===== src/rtl/perm_fetch_scheduler.sv =====
// Read sequencer for one FFT pass through the 16-bank skewed memory.
// Issues one shared chunk address per cycle and aligns bank_num and cycle_count with the returning data.
module perm_fetch_scheduler #(
   parameter int BANK_COUNT = 16,
   parameter int BANK_W     = 4,
   parameter int ADDR_W     = 12,
   parameter int MEM_LAT    = 1
) (
   input  logic                         clk,
   input  logic                         rst_n,
   input  logic                         start,
   input  logic [ADDR_W-1:0]            num_chunks,
   input  logic                         stall,
   output logic                         busy,
   output logic                         done,
   output logic                         mem_rd_en,
   output logic [ADDR_W-1:0]            mem_addr,
   output logic                         fft_enable,
   output logic [ADDR_W-1:0]            cycle_count,
   output logic [BANK_COUNT*BANK_W-1:0] bank_num
);

   typedef enum logic [2:0] {
      ST_IDLE  = 3'd0,
      ST_RUN   = 3'd1,
      ST_DRAIN = 3'd2,
      ST_DONE  = 3'd3,
      ST_EMPTY = 3'd4
   } state_t;

   state_t              state_r;
   logic [ADDR_W-1:0]   chunk_r;
   logic [ADDR_W-1:0]   last_r;
   logic                tap_en_s;
   logic [ADDR_W-1:0]   tap_addr_s;
   logic                pending_s;

   // Lane i reads from bank (chunk + i) mod BANK_COUNT; the BANK_W-bit add wraps naturally.
   function automatic logic [BANK_COUNT*BANK_W-1:0] lane_map(input logic [ADDR_W-1:0] addr);
      logic [BANK_COUNT*BANK_W-1:0] m;
      m = '0;
      for (int i = 0; i < BANK_COUNT; i++) begin
         m[i*BANK_W +: BANK_W] = addr[BANK_W-1:0] + BANK_W'(i);
      end
      return m;
   endfunction

   // Pass control: accept start, issue one read per unstalled cycle, drain, pulse done.
   always_ff @(posedge clk or negedge rst_n) begin
      if (!rst_n) begin
         state_r   <= ST_IDLE;
         chunk_r   <= '0;
         last_r    <= '0;
         busy      <= 1'b0;
         done      <= 1'b0;
         mem_rd_en <= 1'b0;
         mem_addr  <= '0;
      end else begin
         case (state_r)
            ST_IDLE: begin
               done      <= 1'b0;
               busy      <= 1'b0;
               mem_rd_en <= 1'b0;
               if (start) begin
                  if (num_chunks != '0) begin
                     state_r <= ST_RUN;
                     last_r  <= num_chunks - ADDR_W'(1);
                     chunk_r <= '0;
                     busy    <= 1'b1;
                  end else begin
                     state_r <= ST_EMPTY;
                  end
               end
            end
            ST_RUN: begin
               if (!stall) begin
                  mem_rd_en <= 1'b1;
                  mem_addr  <= chunk_r;
                  chunk_r   <= chunk_r + ADDR_W'(1);
                  if (chunk_r == last_r) begin
                     state_r <= ST_DRAIN;
                  end
               end else begin
                  mem_rd_en <= 1'b0;
               end
            end
            ST_DRAIN: begin
               mem_rd_en <= 1'b0;
               // busy is forced here so the empty pass shows busy only in its done cycle
               if (!pending_s) begin
                  done    <= 1'b1;
                  busy    <= 1'b1;
                  state_r <= ST_DONE;
               end
            end
            ST_EMPTY: begin
               mem_rd_en <= 1'b0;
               state_r   <= ST_DRAIN;
            end
            ST_DONE: begin
               done      <= 1'b0;
               busy      <= 1'b0;
               mem_rd_en <= 1'b0;
               state_r   <= ST_IDLE;
            end
            default: begin
               state_r   <= ST_IDLE;
               busy      <= 1'b0;
               done      <= 1'b0;
               mem_rd_en <= 1'b0;
            end
         endcase
      end
   end

   generate
      if (MEM_LAT == 1) begin : g_lat1
         assign tap_en_s   = mem_rd_en;
         assign tap_addr_s = mem_addr;
         assign pending_s  = mem_rd_en;
      end else begin : g_latn
         logic [MEM_LAT-2:0] pen_r;
         logic [ADDR_W-1:0]  paddr_r [MEM_LAT-1];

         // Intermediate delay stages between the read strobe and the output stage.
         always_ff @(posedge clk or negedge rst_n) begin
            if (!rst_n) begin
               pen_r <= '0;
               for (int k = 0; k < MEM_LAT-1; k++) begin
                  paddr_r[k] <= '0;
               end
            end else begin
               pen_r[0]   <= mem_rd_en;
               paddr_r[0] <= mem_addr;
               for (int k = 1; k < MEM_LAT-1; k++) begin
                  pen_r[k]   <= pen_r[k-1];
                  paddr_r[k] <= paddr_r[k-1];
               end
            end
         end

         assign tap_en_s   = pen_r[MEM_LAT-2];
         assign tap_addr_s = paddr_r[MEM_LAT-2];
         assign pending_s  = mem_rd_en | (|pen_r);
      end
   endgenerate

   // Final delay stage: data valid strobe plus the lane map for the chunk now at the banks.
   always_ff @(posedge clk or negedge rst_n) begin
      if (!rst_n) begin
         fft_enable  <= 1'b0;
         cycle_count <= '0;
         bank_num    <= '0;
      end else begin
         fft_enable <= tap_en_s;
         if (tap_en_s) begin
            cycle_count <= tap_addr_s;
            bank_num    <= lane_map(tap_addr_s);
         end
      end
   end

endmodule


===== config.mk =====
export PLATFORM = sky130hd
export DESIGN_NAME = perm_fetch_scheduler
export DESIGN_NICKNAME = d
export VERILOG_FILES = /design/src/rtl/perm_fetch_scheduler.sv
export SDC_FILE = /design/constraint.sdc
export NUM_CORES = 1
export LEC_CHECK = 0
export CAP_MARGIN = 20
export CORE_AREA = 2 2 95 97
export DETAILED_ROUTE_END_ITERATION = 16
export DIE_AREA = 0 0 97 99
export GPL_TIMING_DRIVEN = 0
export PLACE_DENSITY = 0.79
export SYNTH_ARGS = -nofsm -noshare
export SYNTH_HDL_FRONTEND = slang
export SYNTH_SLANG_ARGS = --single-unit

===== constraint.sdc =====
create_clock -name clk -period 2.4 [get_ports clk]
set_input_delay 0.48 -clock clk [delete_from_list [all_inputs] [get_ports clk]]
set_output_delay 0.48 -clock clk [all_outputs]
set_load 0.03 [all_outputs]

==> metrics.txt <==
# TYPE chip_impl_metric gauge
chip_impl_metric{name="flop_to_flop_setup_slack",unit="ps"} 490
chip_impl_metric{name="finalHoldWorstSlack",unit="ps"} 484
chip_impl_metric{name="fraction_of_layout_instances_using_a_drive_strength_above_1",unit="%"} 18.5
chip_impl_metric{name="critPathRequiredTime",unit="ps"} 2630
chip_impl_metric{name="area_growth_syn_to_layout",unit="%"} 35.3
chip_impl_info{name="critical_path.startpoint_type",value="input port"} 1
chip_impl_metric{name="synth-async-reset-ratio",unit="%"} 100
chip_impl_metric{name="detailed_route_drc_error_count",unit=""} 0
chip_impl_metric{name="hold_viol_final",unit=""} 0
chip_impl_metric{name="finalWorstPathRequiredPeriod",unit="ps"} 2140
chip_impl_metric{name="rows",unit=""} 34
chip_impl_metric{name="cap_viol_max_count",unit=""} 0
chip_impl_metric{name="vias",unit=""} 3089
chip_impl_info{name="setup.worst_path.class",value="in2reg"} 1
chip_impl_metric{name="biggest_fanout_along_the_worst_timing_path",unit=""} 10
chip_impl_metric{name="final_antenna_net_count",unit=""} 0
chip_impl_metric{name="gr-usage-all-layers",unit="%"} 19.1
chip_impl_metric{name="clk_pin_slew",unit="ps"} 70
chip_impl_metric{name="grt_pass1_wl",unit="um"} 15000
chip_impl_metric{name="wl",unit="um"} 8670
chip_impl_metric{name="fp.dieW",unit="um"} 97
chip_impl_metric{name="synth-seq-area-share",unit="%"} 49.0
chip_impl_metric{name="number_of_antenna_violations_at_the_first_check_in_global_routing",unit=""} 0
chip_impl_metric{name="fin_tns_setup",unit="ps"} 0
chip_impl_metric{name="cts-root-to-sink-buffers",unit=""} 2
chip_impl_metric{name="worstPathBufferInverterCount",unit=""} 3
chip_impl_metric{name="grt_overflow_total",unit=""} 0
chip_impl_metric{name="routedWlPerCell",unit="um"} 14.0
chip_impl_info{name="rsz0062_at_grt",value="false"} 1
chip_impl_metric{name="final_critical_path_setup_slack",unit="ps"} 261
chip_impl_metric{name="max_slew_margin",unit="%"} 57.4
chip_impl_metric{name="utilization",unit="%"} 65.5
chip_impl_metric{name="ios",unit=""} 108
chip_impl_metric{name="setup_violations",unit=""} 0
chip_impl_info{name="crit_path_end_kind",value="register"} 1
chip_impl_info{name="ys_dominant_reg_cell",value="sky130_fd_sc_hd__dfrtp_1"} 1
chip_impl_metric{name="tightestPinTransition",unit="ps"} 639
chip_impl_info{name="critical-path-slowest-cell",value="sky130_fd_sc_hd__or4_4"} 1
chip_impl_metric{name="post-layout-total-power",unit="W"} 0.00763
chip_impl_info{name="crit_path_frequent_cell",value="sky130_fd_sc_hd__buf_6"} 1
chip_impl_metric{name="power_leakage",unit="nW"} 2.58
chip_impl_metric{name="initialDrtViolationCount",unit=""} 123
chip_impl_metric{name="dieArea",unit="um^2"} 9600
chip_impl_metric{name="cts_sinks",unit=""} 81
chip_impl_metric{name="place_worst_setup_slack",unit="ps"} -103
chip_impl_metric{name="postSynthCellCount",unit=""} 388
chip_impl_info{name="cts.root.buffer_cell",value="sky130_fd_sc_hd__clkbuf_8"} 1
chip_impl_metric{name="die_y_extent",unit="um"} 99
chip_impl_metric{name="min_period_over_period",unit="%"} 89.1
chip_impl_metric{name="drt_pass1_iterations",unit=""} 4
chip_impl_info{name="critPathTopFamily",value="buffers and inverters"} 1
chip_impl_metric{name="initial_utilization",unit="%"} 48.4
chip_impl_metric{name="antenna_cells_inserted",unit=""} 0
chip_impl_metric{name="floorplan.core_area",unit="um^2"} 8550
chip_impl_metric{name="ys_warn_count",unit=""} 0
chip_impl_metric{name="final-max-slew-violation-count",unit=""} 0
chip_impl_metric{name="cp_data_arrival_time",unit="ps"} 2370
chip_impl_metric{name="via_per_inst",unit=""} 4.97
chip_impl_info{name="class_of_the_most_critical_hold_timing_path",value="reg2reg"} 1
chip_impl_metric{name="synth-edff-count",unit=""} 0
chip_impl_metric{name="dp_hpwl",unit="um"} 6550
chip_impl_info{name="crit_path_cell_trace",value="clkdlybuf4s50_1, or4_4, buf_6, nor2_8, a21oi_4, buf_6, mux2_4"} 1
chip_impl_metric{name="cts_resized",unit=""} 0
chip_impl_metric{name="final.fill_count",unit=""} 669
chip_impl_metric{name="synth_area",unit="um^2"} 4140
chip_impl_metric{name="ir_worst_vdd",unit="V"} 0.000444
chip_impl_metric{name="first_global_vias",unit=""} 3079
chip_impl_metric{name="power.density_cell_area",unit="nW/um^2"} 1360
chip_impl_metric{name="finalNetCount",unit=""} 534
chip_impl_metric{name="postSynthNetCount",unit=""} 414
chip_impl_metric{name="final.setup_skew",unit="ps"} 7.51
chip_impl_metric{name="cts_max_level",unit=""} 3
chip_impl_metric{name="yosys.cell_types.count",unit=""} 45
chip_impl_metric{name="port_buffers",unit=""} 107
chip_impl_metric{name="post_cts.repair.setup_buffers",unit=""} 0
chip_impl_metric{name="synth.ff_latch_count",unit=""} 81
chip_impl_metric{name="place.gp.congestion",unit=""} 0.793
chip_impl_metric{name="maxClockFrequency",unit="MHz"} 467
chip_impl_metric{name="cts_buffers",unit=""} 9
chip_impl_info{name="outcome",value="finished, final reports clean"} 1
chip_impl_info{name="tritoncts",value="done"} 1
chip_impl_metric{name="pin_count_of_the_biggest_net_entering_global_routing",unit=""} 73
chip_impl_metric{name="max_stage_delay",unit="ps"} 540
chip_impl_metric{name="synthesis.area_per_instance",unit="um^2"} 10.7
chip_impl_metric{name="worstSkewPairLatency",unit="ps"} 340
final cells by class:
cell class / count / area (um^2) / share of cell area (%)
flip-flops and latches: 81 / 2030 / 36.2
multi-input cells: 229 / 1650 / 29.4
repair buffers: 109 / 1110 / 19.7
plain buffers: 58 / 390 / 6.97
clock buffers: 12 / 145 / 2.59
well taps: 108 / 135 / 2.41
clock inverters: 4 / 76.3 / 1.36
inverters: 20 / 75.1 / 1.34
sequential cells by signal, indices dropped and copies added, names as in the netlist:
register and cells:
cycle_count 12, mem_rd_en 1, state_r 3, busy 1, mem_addr 12, bank_num 26, chunk_r 12, last_r 12
done 1, fft_enable 1
cell usage in the layout (no fill, tap or decap), types with 2 or more instances in the layout:
master                            count
sky130_fd_sc_hd__a21oi_1              8
sky130_fd_sc_hd__and3_1               3
sky130_fd_sc_hd__and4_1               2
sky130_fd_sc_hd__buf_1                3
sky130_fd_sc_hd__buf_2                2
sky130_fd_sc_hd__buf_4               40
sky130_fd_sc_hd__buf_6                3
sky130_fd_sc_hd__bufinv_16            2
sky130_fd_sc_hd__clkbuf_1            12
sky130_fd_sc_hd__clkbuf_8            10
sky130_fd_sc_hd__clkdlybuf4s50_1    106
sky130_fd_sc_hd__dfrtp_1             81
sky130_fd_sc_hd__ha_1                10
sky130_fd_sc_hd__inv_1               20
sky130_fd_sc_hd__mux2_2              23
sky130_fd_sc_hd__mux2_4               4
sky130_fd_sc_hd__mux2i_1              4
sky130_fd_sc_hd__nand2_1             47
sky130_fd_sc_hd__nand2b_1             5
sky130_fd_sc_hd__nand3_1              4
sky130_fd_sc_hd__nand4_1              6
sky130_fd_sc_hd__nor2_1              17
sky130_fd_sc_hd__nor2b_1              3
sky130_fd_sc_hd__nor3_1               5
sky130_fd_sc_hd__nor4_1               5
sky130_fd_sc_hd__o21a_1              10
sky130_fd_sc_hd__o21ai_0             18
sky130_fd_sc_hd__xnor2_1             12
sky130_fd_sc_hd__xor2_1              25
per-layer routing:
metal | global-route usage [%] | share of wire, %
met2 | 32.9 | 49
met1 | 23.6 | 43
met5 | 0 | 0
met3 | 5.39 | 6.2
met4 | 5.20 | 1.3
cells by family (layout without fill, tap and decap cells):
kind of cell | count (synthesis) | in the layout | synth area share [%]
adders and majority gates | 10 | 10 | 3.02
DFF | 81 | 81 | 49.0
and+or+nand+nor | 107 | 107 | 13.4
buffers and inverters | 78 | 203 | 11.2
AOI/OAI and AO/OA | 44 | 44 | 6.83
xor gates and xnor gates | 37 | 37 | 7.83
muxes | 31 | 31 | 8.68
timing repair:
item	CTS	global route
endpoints found under the hold margin	9	0
hold buffers	1	0
endpoints found under the setup margin	0	0
power by group:
group | switching, W | internal, W
Sequential | 0.000439 | 0.00183
Combinational | 0.00226 | 0.00202
Clock | 0.000471 | 0.000617
Total | 0.00317 | 0.00446
cells in the mapped netlist, types with 2 or more instances:
master                     number  area share [%]
sky130_fd_sc_hd__ha_1          10             3.0
sky130_fd_sc_hd__mux2_4         4             1.5
sky130_fd_sc_hd__buf_4         39             7.1
sky130_fd_sc_hd__nand2b_1       5            0.76
sky130_fd_sc_hd__nand3_1        4            0.48
sky130_fd_sc_hd__nor3_1         5            0.60
sky130_fd_sc_hd__nand2_1       47             4.3
sky130_fd_sc_hd__and4_1         2            0.42
sky130_fd_sc_hd__buf_6          3            0.82
sky130_fd_sc_hd__nor2b_1        3            0.45
sky130_fd_sc_hd__nor2_1        17             1.5
sky130_fd_sc_hd__clkbuf_1      10            0.91
sky130_fd_sc_hd__xnor2_1       12             2.5
sky130_fd_sc_hd__xor2_1        25             5.3
sky130_fd_sc_hd__o21ai_0       18             2.2
sky130_fd_sc_hd__o21a_1        10             1.8
sky130_fd_sc_hd__buf_1          3            0.27
sky130_fd_sc_hd__mux2_2        23             6.3
sky130_fd_sc_hd__a21oi_1        8            0.97
sky130_fd_sc_hd__buf_2          2            0.24
sky130_fd_sc_hd__dfrtp_1       81              49
sky130_fd_sc_hd__nor4_1         5            0.76
sky130_fd_sc_hd__mux2i_1        4            0.97
sky130_fd_sc_hd__inv_1         20             1.8
sky130_fd_sc_hd__and3_1         3            0.45
sky130_fd_sc_hd__nand4_1        6            0.91
through the flow:
step	cells	cell area (um^2)
floorplan	388	4140
global placement	603	5350
detailed placement	604	5370
CTS	621	5600
global route	621	5600
finish	621	5600
final timing paths:
| kind | depth (start not counted) | endpoint | start |
|---|---|---|---|
| worst min-delay path | 1 | bank_num[59]$_DFFE_PN0P_ | bank_num[59]$_DFFE_PN0P_ |
| worst max-delay path | 7 | last_r[7]$_DFFE_PN0P_ | num_chunks[4] |
| worst max register to register | 7 | mem_addr[7]$_DFFE_PN0P_ | state_r[1]$_DFFE_PN0P_ |
| max in group asynchronous | 3 | chunk_r[1]$_DFFE_PN0P_ | rst_n |
| worst min register to register | 1 | bank_num[59]$_DFFE_PN0P_ | bank_num[59]$_DFFE_PN0P_ |
| min in group asynchronous | 2 | bank_num[7]$_DFFE_PN0P_ | rst_n |
No activity file was read; power rests on OpenSTA's default activity.
